--- src/rtl/gray_capture_ctrl.sv ---
// Gray pixel capture sequencer: arm, frame sync, pair packing, FIFO handoff.
// Optional crop window enabled by defining GRAY_CAPTURE_CROP_EN.
module gray_capture_ctrl #(
  parameter int H_ACTIVE = 800,
  parameter int V_ACTIVE = 480
`ifdef GRAY_CAPTURE_CROP_EN
  ,
  parameter int CROP_X0 = 0,
  parameter int CROP_X1 = 799,
  parameter int CROP_Y0 = 0,
  parameter int CROP_Y1 = 479
`endif
) (
  input  logic        iCLK,
  input  logic        iReset_n,
  input  logic        iStart,
  input  logic        iAbort,
  input  logic [7:0]  iFrames,
  input  logic [7:0]  iGray,
  input  logic        iDval,
  input  logic [15:0] iX_Cont,
  input  logic [15:0] iY_Cont,
  output logic [15:0] oWrData,
  output logic        oWrValid,
  input  logic        iWrReady,
  output logic        oBusy,
  output logic        oDone,
  output logic        oOverflow,
  output logic [7:0]  oFrameCnt
);

  typedef enum logic [2:0] {
    IDLE,
    WAIT_SOF,
    CAPTURE,
    FLUSH,
    DRAIN
  } state_t;

  localparam logic [15:0] X_LAST = 16'(H_ACTIVE - 1);
  localparam logic [15:0] Y_LAST = 16'(V_ACTIVE - 1);

  state_t      state;
  state_t      stNext;
  logic [7:0]  framesLat;
  logic [7:0]  holdByte;
  logic        halfFull;
  logic        lastFrame;

  logic        sof;
  logic        eof;
  logic        inWin;
  logic        live;
  logic        take;
  logic        flushing;
  logic        newWord;
  logic [15:0] newData;
  logic        halfNext;
  logic        lastNow;

  always_comb begin
    sof = iDval && iX_Cont == 16'd0
      && iY_Cont == 16'd0;
    eof = iDval && iX_Cont == X_LAST
      && iY_Cont == Y_LAST;
`ifdef GRAY_CAPTURE_CROP_EN
    inWin = iX_Cont >= 16'(CROP_X0)
      && iX_Cont <= 16'(CROP_X1)
      && iY_Cont >= 16'(CROP_Y0)
      && iY_Cont <= 16'(CROP_Y1);
`else
    inWin = 1'b1;
`endif
    // The SOF pixel itself is captured while leaving WAIT_SOF
    live = (state == CAPTURE)
      || (state == WAIT_SOF && sof);
    take = live && iDval && inWin;
    flushing = (state == FLUSH);
    newWord = (take && halfFull) || flushing;
    newData = flushing ? {8'h00, holdByte}
                       : {iGray, holdByte};
    halfNext = take ? !halfFull
             : (flushing ? 1'b0 : halfFull);
    lastNow = (framesLat != 8'd0)
      && (oFrameCnt + 8'd1 == framesLat);
    stNext = state;
    unique case (state)
      IDLE: begin
        if (iStart) stNext = WAIT_SOF;
      end
      WAIT_SOF, CAPTURE: begin
        if (live && eof) begin
          if (halfNext) stNext = FLUSH;
          else if (lastNow) stNext = DRAIN;
          else stNext = WAIT_SOF;
        end else if (live) begin
          stNext = CAPTURE;
        end
      end
      FLUSH: begin
        stNext = lastFrame ? DRAIN : WAIT_SOF;
      end
      DRAIN: begin
        if (!oWrValid) stNext = IDLE;
      end
      default: stNext = IDLE;
    endcase
  end

  always_ff @(posedge iCLK or negedge iReset_n) begin
    if (!iReset_n) begin
      state     <= IDLE;
      oWrData   <= '0;
      oWrValid  <= 1'b0;
      oBusy     <= 1'b0;
      oDone     <= 1'b0;
      oOverflow <= 1'b0;
      oFrameCnt <= '0;
      framesLat <= '0;
      holdByte  <= '0;
      halfFull  <= 1'b0;
      lastFrame <= 1'b0;
    end else if (iAbort) begin
      state    <= IDLE;
      oWrValid <= 1'b0;
      halfFull <= 1'b0;
      oBusy    <= 1'b0;
      oDone    <= 1'b0;
    end else begin
      state <= stNext;
      oBusy <= stNext inside {WAIT_SOF, CAPTURE, FLUSH};
      oDone <= (state == DRAIN) && !oWrValid;
      halfFull <= halfNext;
      if (take && !halfFull) holdByte <= iGray;
      if (state == IDLE && iStart) begin
        framesLat <= iFrames;
        oFrameCnt <= '0;
        oOverflow <= 1'b0;
        lastFrame <= 1'b0;
      end
      if (live && eof) begin
        oFrameCnt <= oFrameCnt + 8'd1;
        lastFrame <= lastNow;
      end
      // A stalled slot keeps its word; the newcomer is dropped
      if (newWord && oWrValid && !iWrReady) begin
        oOverflow <= 1'b1;
      end else if (newWord) begin
        oWrData  <= newData;
        oWrValid <= 1'b1;
      end else if (oWrValid && iWrReady) begin
        oWrValid <= 1'b0;
      end
    end
  end

endmodule

--- config.mk ---
export PLATFORM = sky130hd
export DESIGN_NAME = gray_capture_ctrl
export DESIGN_NICKNAME = d
export VERILOG_FILES = /design/src/rtl/gray_capture_ctrl.sv
export SDC_FILE = /design/constraint.sdc
export NUM_CORES = 1
export LEC_CHECK = 0
export ABC_AREA = 1
export ABC_CLOCK_PERIOD_IN_PS = 2510
export BUFFER_PORTS_ARGS = -buffer_cell sky130_fd_sc_hd__buf_2
export CELL_PAD_IN_SITES_DETAIL_PLACEMENT = 1
export CELL_PAD_IN_SITES_GLOBAL_PLACEMENT = 1
export CORE_ASPECT_RATIO = 0.5
export CORE_MARGIN = 2
export CORE_UTILIZATION = 36
export DETAILED_ROUTE_END_ITERATION = 10
export GPL_TIMING_DRIVEN = 0
export PLACE_DENSITY = 0.88
export SYNTH_ARGS = -nofsm -noshare
export SYNTH_HDL_FRONTEND = slang
export SYNTH_SLANG_ARGS = --single-unit
--- constraint.sdc ---
create_clock -name iCLK -period 2.51 [get_ports iCLK]
set_clock_uncertainty 0.15 [all_clocks]
set_input_delay 0.1255 -clock iCLK [delete_from_list [all_inputs] [get_ports iCLK]]
set_output_delay 0.1255 -clock iCLK [all_outputs]
set_load 0.01 [all_outputs]
==> summary.md, run 1 <==
| Metric | Value |
|---|---|
| DRT iter0 DRCs | around 110 |
| Crit. End Element | flip-flop |
| Site Rows | 22 |
| Main combinational cell family by area after synthesis | simple AND/OR/NAND/NOR gates |
| Period utilisation layout | between 80% and 90% |
| R2R Setup Slk | 310 ps |
| Post-Route WL | 8100 µm |
| Fmax | 454 MHz |
| P_leak | 1.83 nW |
| Initial antenna violation count | 0 |
| Post-DP HPWL | a little under 6000 µm |
| Max-slew violation count | 0 |
| Worst hold path class | input port to flip-flop |
| First-pass GRT wire length | ~14000 µm |
| Synthesized instance count | 361 |
| Crit Path Class | flip-flop to flip-flop |
| Measured slew at the worst slew-check pin | 1100 ps |
| Largest net degree at the start of global routing | 50 |
| Core area | 0.00727 mm² |
| Synthesis-to-layout area growth | 31.8% |
| Number of diodes | 0 |
| Initial core utilization | a little under two fifths |
| Post-synthesis sequential area ratio | 45.9% |
| Synthesized net count | between 400 and 500 |
| Flops & latches, synth | 49 |
| Horiz. Die Dim | 126 µm |
| Syn avg cell area | 7.41 µm² |
| Final Net Count | 521 |
| Commonest non-fill, non-tap cell in the layout | nand2_1 |
| Netlist cell types | 29 |
| Overall Power | 1.76 mW |
| Post-Synth Adder-Cell Area | less than 1% |
| Reg2reg end | oBusy |
| H-tree depth | 2 |
| Grt ovf | 0 |
| Die Y | 64.9 µm |
| GRT Util Overall | 20.9% |
| Max-Cap Viols | 0 |
| WHS | ~28 ps |
| Final setup fails | 0 |
| Area of the multi-input gates | 0.00120 mm² |
| Insertion delay to the later sink of the worst-skew pair | just under 300 ps |
| Reg area | 0.00123 mm² |
| Routability congestion estimate | 0.792 |
| Remaining antenna violation count | 0 |
| Slew margin rel. | 26.7% |
| Yosys warns | 0 |
| CTS tree | yes |
| Vias in the first global route | 2908 |
| Critical Path Start | oFrameCnt[1] |
| Minimum clock period after layout | 2200 ps |
| Max IR drop VDD | 281 µV |
| Setup ws final | 308 ps |
| Boundary Pins | around 80 |
| # fillers | between 900 and 1000 |
| Final core occ | 48.5% |
| Max Used Layer | met4 |
| Status | completed |
| Commonest non-fill, non-tap cells in the layout | nand2_1 (115), buf_2 (82), dfrtp_1 (48) |
| Crit path capture | oBusy |
| Final non-filler cell total | approximately 560 |
| Layout cell share with drive strength beyond 1 | 25.1% |
| DP Cell Count | roughly 540 |
| Die area | slightly above 0.008 mm² |
| DRC Markers | 0 |
| Synth Area in Simple Gates | 34.4% |
| Port bufs | 80 |
| Final hold vios | 0 |
| Clock buffer depth | 2 |
| P per Cell Area | 499 mW/mm² |
| CTS buffer count | 5 |
| Setup_tns | 0 ps |
| XOR/XNOR share of the synthesized area | 0% |
| Synth Area in Compound Gates | 10.1% |
| Critical path startpoint category | flip-flop |
| Crit path DAT | around 2200 ps |
| DR pass1 iterations | 4 |
| Met1 Wirelength | 3470 µm |
| Worst-path fanout max | 6 |
| DR vias | approximately 2700 |
| Post-route cell area | 0.00352 mm² |
| Clock sink count | 49 |
| Multiplexer share of the synthesized area | 0% |
| Dpl ws | 183 ps |
| Worst-path clk slew | 70 ps |
| Via density per instance | just under 5 |
| Mapped Area | ~0.0027 mm² |
| DP Area | approximately 0.0032 mm² |
| Worst reg-to-reg path cell count | 12 |
| Met2 wire length | 4210 µm |
| Unrepaired setup endpoints after global routing | false |
| Avg WL per Cell | 14.4 µm |
| Root buffer cell | clkbuf_16 |
| FF-to-FF Start | oFrameCnt[1] |
| CP required | around 2500 ps |
| Routed length on met3 | 278 µm |
power breakdown:
group,switching [mW],internal [mW]
sequential,0.0199,0.826
clock,0.312,0.372
combinational,0.131,0.0964
total,0.463,1.29
cell families after synthesis:
kind of cell / Yosys count
fa+ha+maj: 1
buf+inv: 57
simple gates: 208
compound gates: 46
flops: 49
worst min-delay path by stage:
stage               start            to  depth (start not counted)
2_1_floorplan    iReset_n  framesLat[0]                          0
5_1_grt            iAbort      state[2]                          2
3_5_place_dp   iFrames[7]  framesLat[7]                          3
6_report           iAbort      halfFull                          2
3_3_place_gp   iFrames[6]  framesLat[6]                          3
4_1_cts            iAbort      state[2]                          2
state kept, by name, summed over array words and instances, names as in the netlist:
register,flops
oWrData,16
framesLat,8
holdByte,8
oFrameCnt,8
state,3
halfFull,1
lastFrame,1
oBusy,1
oDone,1
oOverflow,1
oWrValid,1
worst max-delay path, cell delays in order, from the launching register on:
cell	delay, ps
dfrtp_1	440
ha_1	250
nand2_1	110
nor2_1	210
nand3_1	100
nand2_1	100
nor2_1	40
nor2_1	90
nand2_1	60
nor2_2	220
nand3_1	120
nand3_1	100
nand3_1	70
cell usage after synthesis (all sizes together):
library cell	count	area share (%)
a21oi	4	0.75
and2	1	0.23
buf	6	2.1
clkbuf	2	0.28
clkinv	1	0.14
dfrtp	49	46
ha	1	0.47
inv	48	6.7
nand2	120	18
nand3	24	5.1
nand3b	2	0.56
nand4	11	2.6
nor2	41	6.1
nor3	7	1.7
nor3b	1	0.28
o21ai	41	9.1
o22ai	1	0.23
or2	1	0.23
cell type report:
type                       instances  area share, %
clock buffer                       5           3.55
clock inverter                     3          0.603
inverter                          49           5.22
buffer                             8           1.77
multi-input combinational        255           34.1
tap                               96           3.41
sequential                        49           34.8
timing repair buffer              98           16.5
layer usage:
metal / up-vias / GRT usage [%]
met2: 49 / 40.2
met1: 1321 / 24.1
met3: 17 / 3.80
met4: 0 / 5.91
met5: - / 0
li1: 1353 / -
repair_timing:
item	4_1_cts	5_1_grt
endpoints found under the setup margin	0	3
setup buffers	0	0
gates resized for setup	0	2
hold buffers	18	0
endpoints found under the hold margin	74	0
Power figures use the tool's default switching activity.
==> run 2: changes to the inputs <==
==> constraint.sdc (replaced) <==
create_clock -name iCLK -period 2.51 [get_ports iCLK]
set_clock_uncertainty 0.15 [all_clocks]
set_input_delay 0.3765 -clock iCLK [delete_from_list [all_inputs] [get_ports iCLK]]
set_output_delay 0.3765 -clock iCLK [all_outputs]
set_load 0.01 [all_outputs]
==> summary.md, run 2 (synthesis gave the netlist of run 1 again) <==
| Metric | Value |
|---|---|
| H-tree depth | 2 (unchanged) |
| DR pass1 iterations | 4 (unchanged) |
| Buf/Inv on CP | 0 (unchanged) |
| Commonest non-fill, non-tap cells in the layout | nand2_1 (115), buf_2 (82), dfrtp_1 (48) |
| Setup ws final | 305 ps (-2.53 ps) |
| FF-to-FF Start | oFrameCnt[1] |
| Initial antenna violation count | 0 (unchanged) |
| Minimum clock period after layout | 2200 ps (+2.53 ps) |
| Root buffer cell | clkbuf_16 |
| Clock buffer depth | 2 (unchanged) |
| Max-Cap Viols | 0 (unchanged) |
| Clk pwr share | 39.6% (+0.7 points) |
| Site Rows | 22 (unchanged) |
| CP max stage cell | dfrtp_1 |
| Met2 wire length | 3820 µm (-9.3%) |
| Max FFs per register | 16 (unchanged) |
| DRC Markers | 0 (unchanged) |
| Commonest non-fill, non-tap cell in the layout | nand2_1 |
| Post-Route WL | 7450 µm (-8.0%) |
| DRT iter0 DRCs | 140 (+24%) |
| Worst reg-to-reg path cell count | 12 (unchanged) |
| Synthesis-to-layout area growth | 25.1% |
| Status | completed |
| Crit. End Element | flip-flop |
| Critical path startpoint category | flip-flop |
| Crit path DAT | 2220 ps (about the same) |
| Final non-filler cell total | 545 (-3.2%) |
| Avg WL per Cell | 13.7 µm (-4.9%) |
| DP Cell Count | 537 (unchanged) |
| Remaining antenna violation count | 0 (unchanged) |
| R2R Setup Slk | 310 ps (about the same) |
| Routability congestion estimate | 0.792 (unchanged) |
| Biggest register | oWrData |
| Worst-path fanout max | 6 (unchanged) |
| Via density per instance | 4.83 (-0.66%) |
| Internal power | 1.28 mW (-1.4%) |
| Sw Ratio | 26.4% (+0.058 points) |
| Initial core utilization | 36.8% (unchanged) |
| Post-DP HPWL | 5800 µm (unchanged) |
| Crit-path cells | ha_1 > nand2_1 > nor2_1 > nand3_1 > nand2_1 > nor2_1 > nor2_1 > nand2_1 > nor2_2 > nand3_1 > nand3_1 > nand3_1 |
| Period utilisation layout | 87.8% (+0.10 points) |
| P_leak | 1.76 nW (-4.1%) |
| Die area | 0.00817 mm² (unchanged) |
| Slew margin rel. | 26.5% (-0.20 points) |
| Most frequent CP cell | nand3_1 |
| Delay-heaviest family, CP | simple AND/OR/NAND/NOR gates |
| Final setup fails | 0 (unchanged) |
| Post-CTS setup buffer count | 0 (unchanged) |
| Dpl ws | 183 ps (unchanged) |
| Hold Buf Count CTS | 0 (-18) |
| Die Y | 64.9 µm (unchanged) |
| Unrepaired setup endpoints after global routing | false |
| Boundary Pins | 82 (unchanged) |
| CTS tree | yes |
| Port bufs | 80 (unchanged) |
| Worst-path clk slew | 70 ps (about the same) |
| Cell depth of the worst hold path | 3 (+1) |
| Final hold vios | 0 (unchanged) |
| Overall Power | 1.73 mW (-1.3%) |
| Routed length on met3 | 291 µm (+4.7%) |
| Clock sink count | 49 (unchanged) |
| Number of diodes | 0 (unchanged) |
| Setup_tns | 0 ps (unchanged) |
| HP Start | iFrames[7] |
| # fillers | 958 (+0.63%) |
| Core area | 0.00727 mm² (unchanged) |
| Worst Hold End | framesLat[7] |
| GRT Util Overall | 19.2% (-1.8 points) |
| Sw Pwr | 0.458 mW (-1.1%) |
| Measured slew at the worst slew-check pin | 1100 ps (+3.01 ps) |
| Insertion delay to the later sink of the worst-skew pair | 290 ps (about the same) |
| Comb pwr share | 11.7% (-1.2 points) |
| First-pass GRT wire length | 12600 µm (-7.3%) |
| CP max stage delay | 440 ps (about the same) |
| Max IR drop VDD | 281 µV (-0.27%) |
| Power share of the sequential group | 48.8% (+0.6 points) |
| Worst hold path class | input port to flip-flop |
| Horiz. Die Dim | 126 µm (unchanged) |
| Layout cell share with drive strength beyond 1 | 26.1% (+1.0 points) |
| Max-slew violation count | 0 (unchanged) |
| Final Net Count | 503 (-3.5%) |
| Met1 Wirelength | 3270 µm (-5.7%) |
| Max Used Layer | met4 |
| Largest net degree at the start of global routing | 50 (unchanged) |
| CTS buffer count | 5 (unchanged) |
| Final core occ | 46.0% (-2.5 points) |
| Grt ovf | 0 (unchanged) |
| Reg2reg end | oBusy |
| DR vias | 2635 (-3.8%) |
| Vias in the first global route | 2755 (-5.3%) |
| CP required | 2530 ps (about the same) |
| P per Cell Area | 518 mW/mm² (+4.0%) |
| Crit Path Class | flip-flop to flip-flop |
| Fmax | 454 MHz (-0.11%) |
-- run 2: cell types whose count changed in the layout (fill, tap and decap cells not counted) --
cell	before	now
dlygate4sd3_1	18	0
-- run 2: layout make-up --
cell class,count,area [µm²],share of cell area [%]
buffer,8,62.6,1.87
tap,96,120,3.59
inverter,49,184,5.50
sequential,49,1230,36.7
timing repair buffer,80,400,12.0
clock inverter,3,21.3,0.636
clock buffer,5,125,3.74
multi-input combinational,255,1200,36.0
-- run 2: worst max path at each step --
stage                      start  slack [ps]  cells past startpoint  endpoint
floorplan           oFrameCnt[0]         610                     12     oBusy
global placement    oFrameCnt[0]         250                     12     oBusy
detailed placement  oFrameCnt[0]         180                     12     oBusy
finish              oFrameCnt[1]         310                     12     oBusy
global route        oFrameCnt[1]          40                     12     oBusy
CTS                 oFrameCnt[0]         140                     12     oBusy
-- run 2: worst reg2reg max path: cells and delay by family, from the launching register on --
kind                     cells  cell delay, ps
adder cells (fa/ha/maj)      1             250
AND/OR/NAND/NOR             11            1240
flip-flops                   1             440
-- run 2: layer usage --
layer  up-vias  global-route usage (%)
met2        43                    36.6
met4         0                    5.63
li1       1318                       -
met1      1267                    22.1
met5         -                       0
met3         7                    3.63
-- run 2: timing repair --
action,4_1_cts,5_1_grt
setup endpoints to repair,0,3
resized for setup,0,2
hold endpoints to repair,0,0
-- run 2: power groups by stage --
| stage | Clock (mW) | Combinational, mW | Sequential [mW] |
|---|---|---|---|
| after floorplan | 0 | 0.101 | 0.860 |
| after global placement | 0 | 0.196 | 0.859 |
| after detailed placement | 0 | 0.205 | 0.862 |
| after CTS | 0.695 | 0.206 | 0.846 |
| after global routing | 0.731 | 0.234 | 0.850 |
| final | 0.686 | 0.202 | 0.846 |
-- run 2: per-stage QoR --
stage	hold WS, ps	cell area, µm²
after floorplan	-69.1	2670
after global placement	309	3190
after detailed placement	322	3190
after CTS	136	3340
after global routing	139	3340
final	135	3340
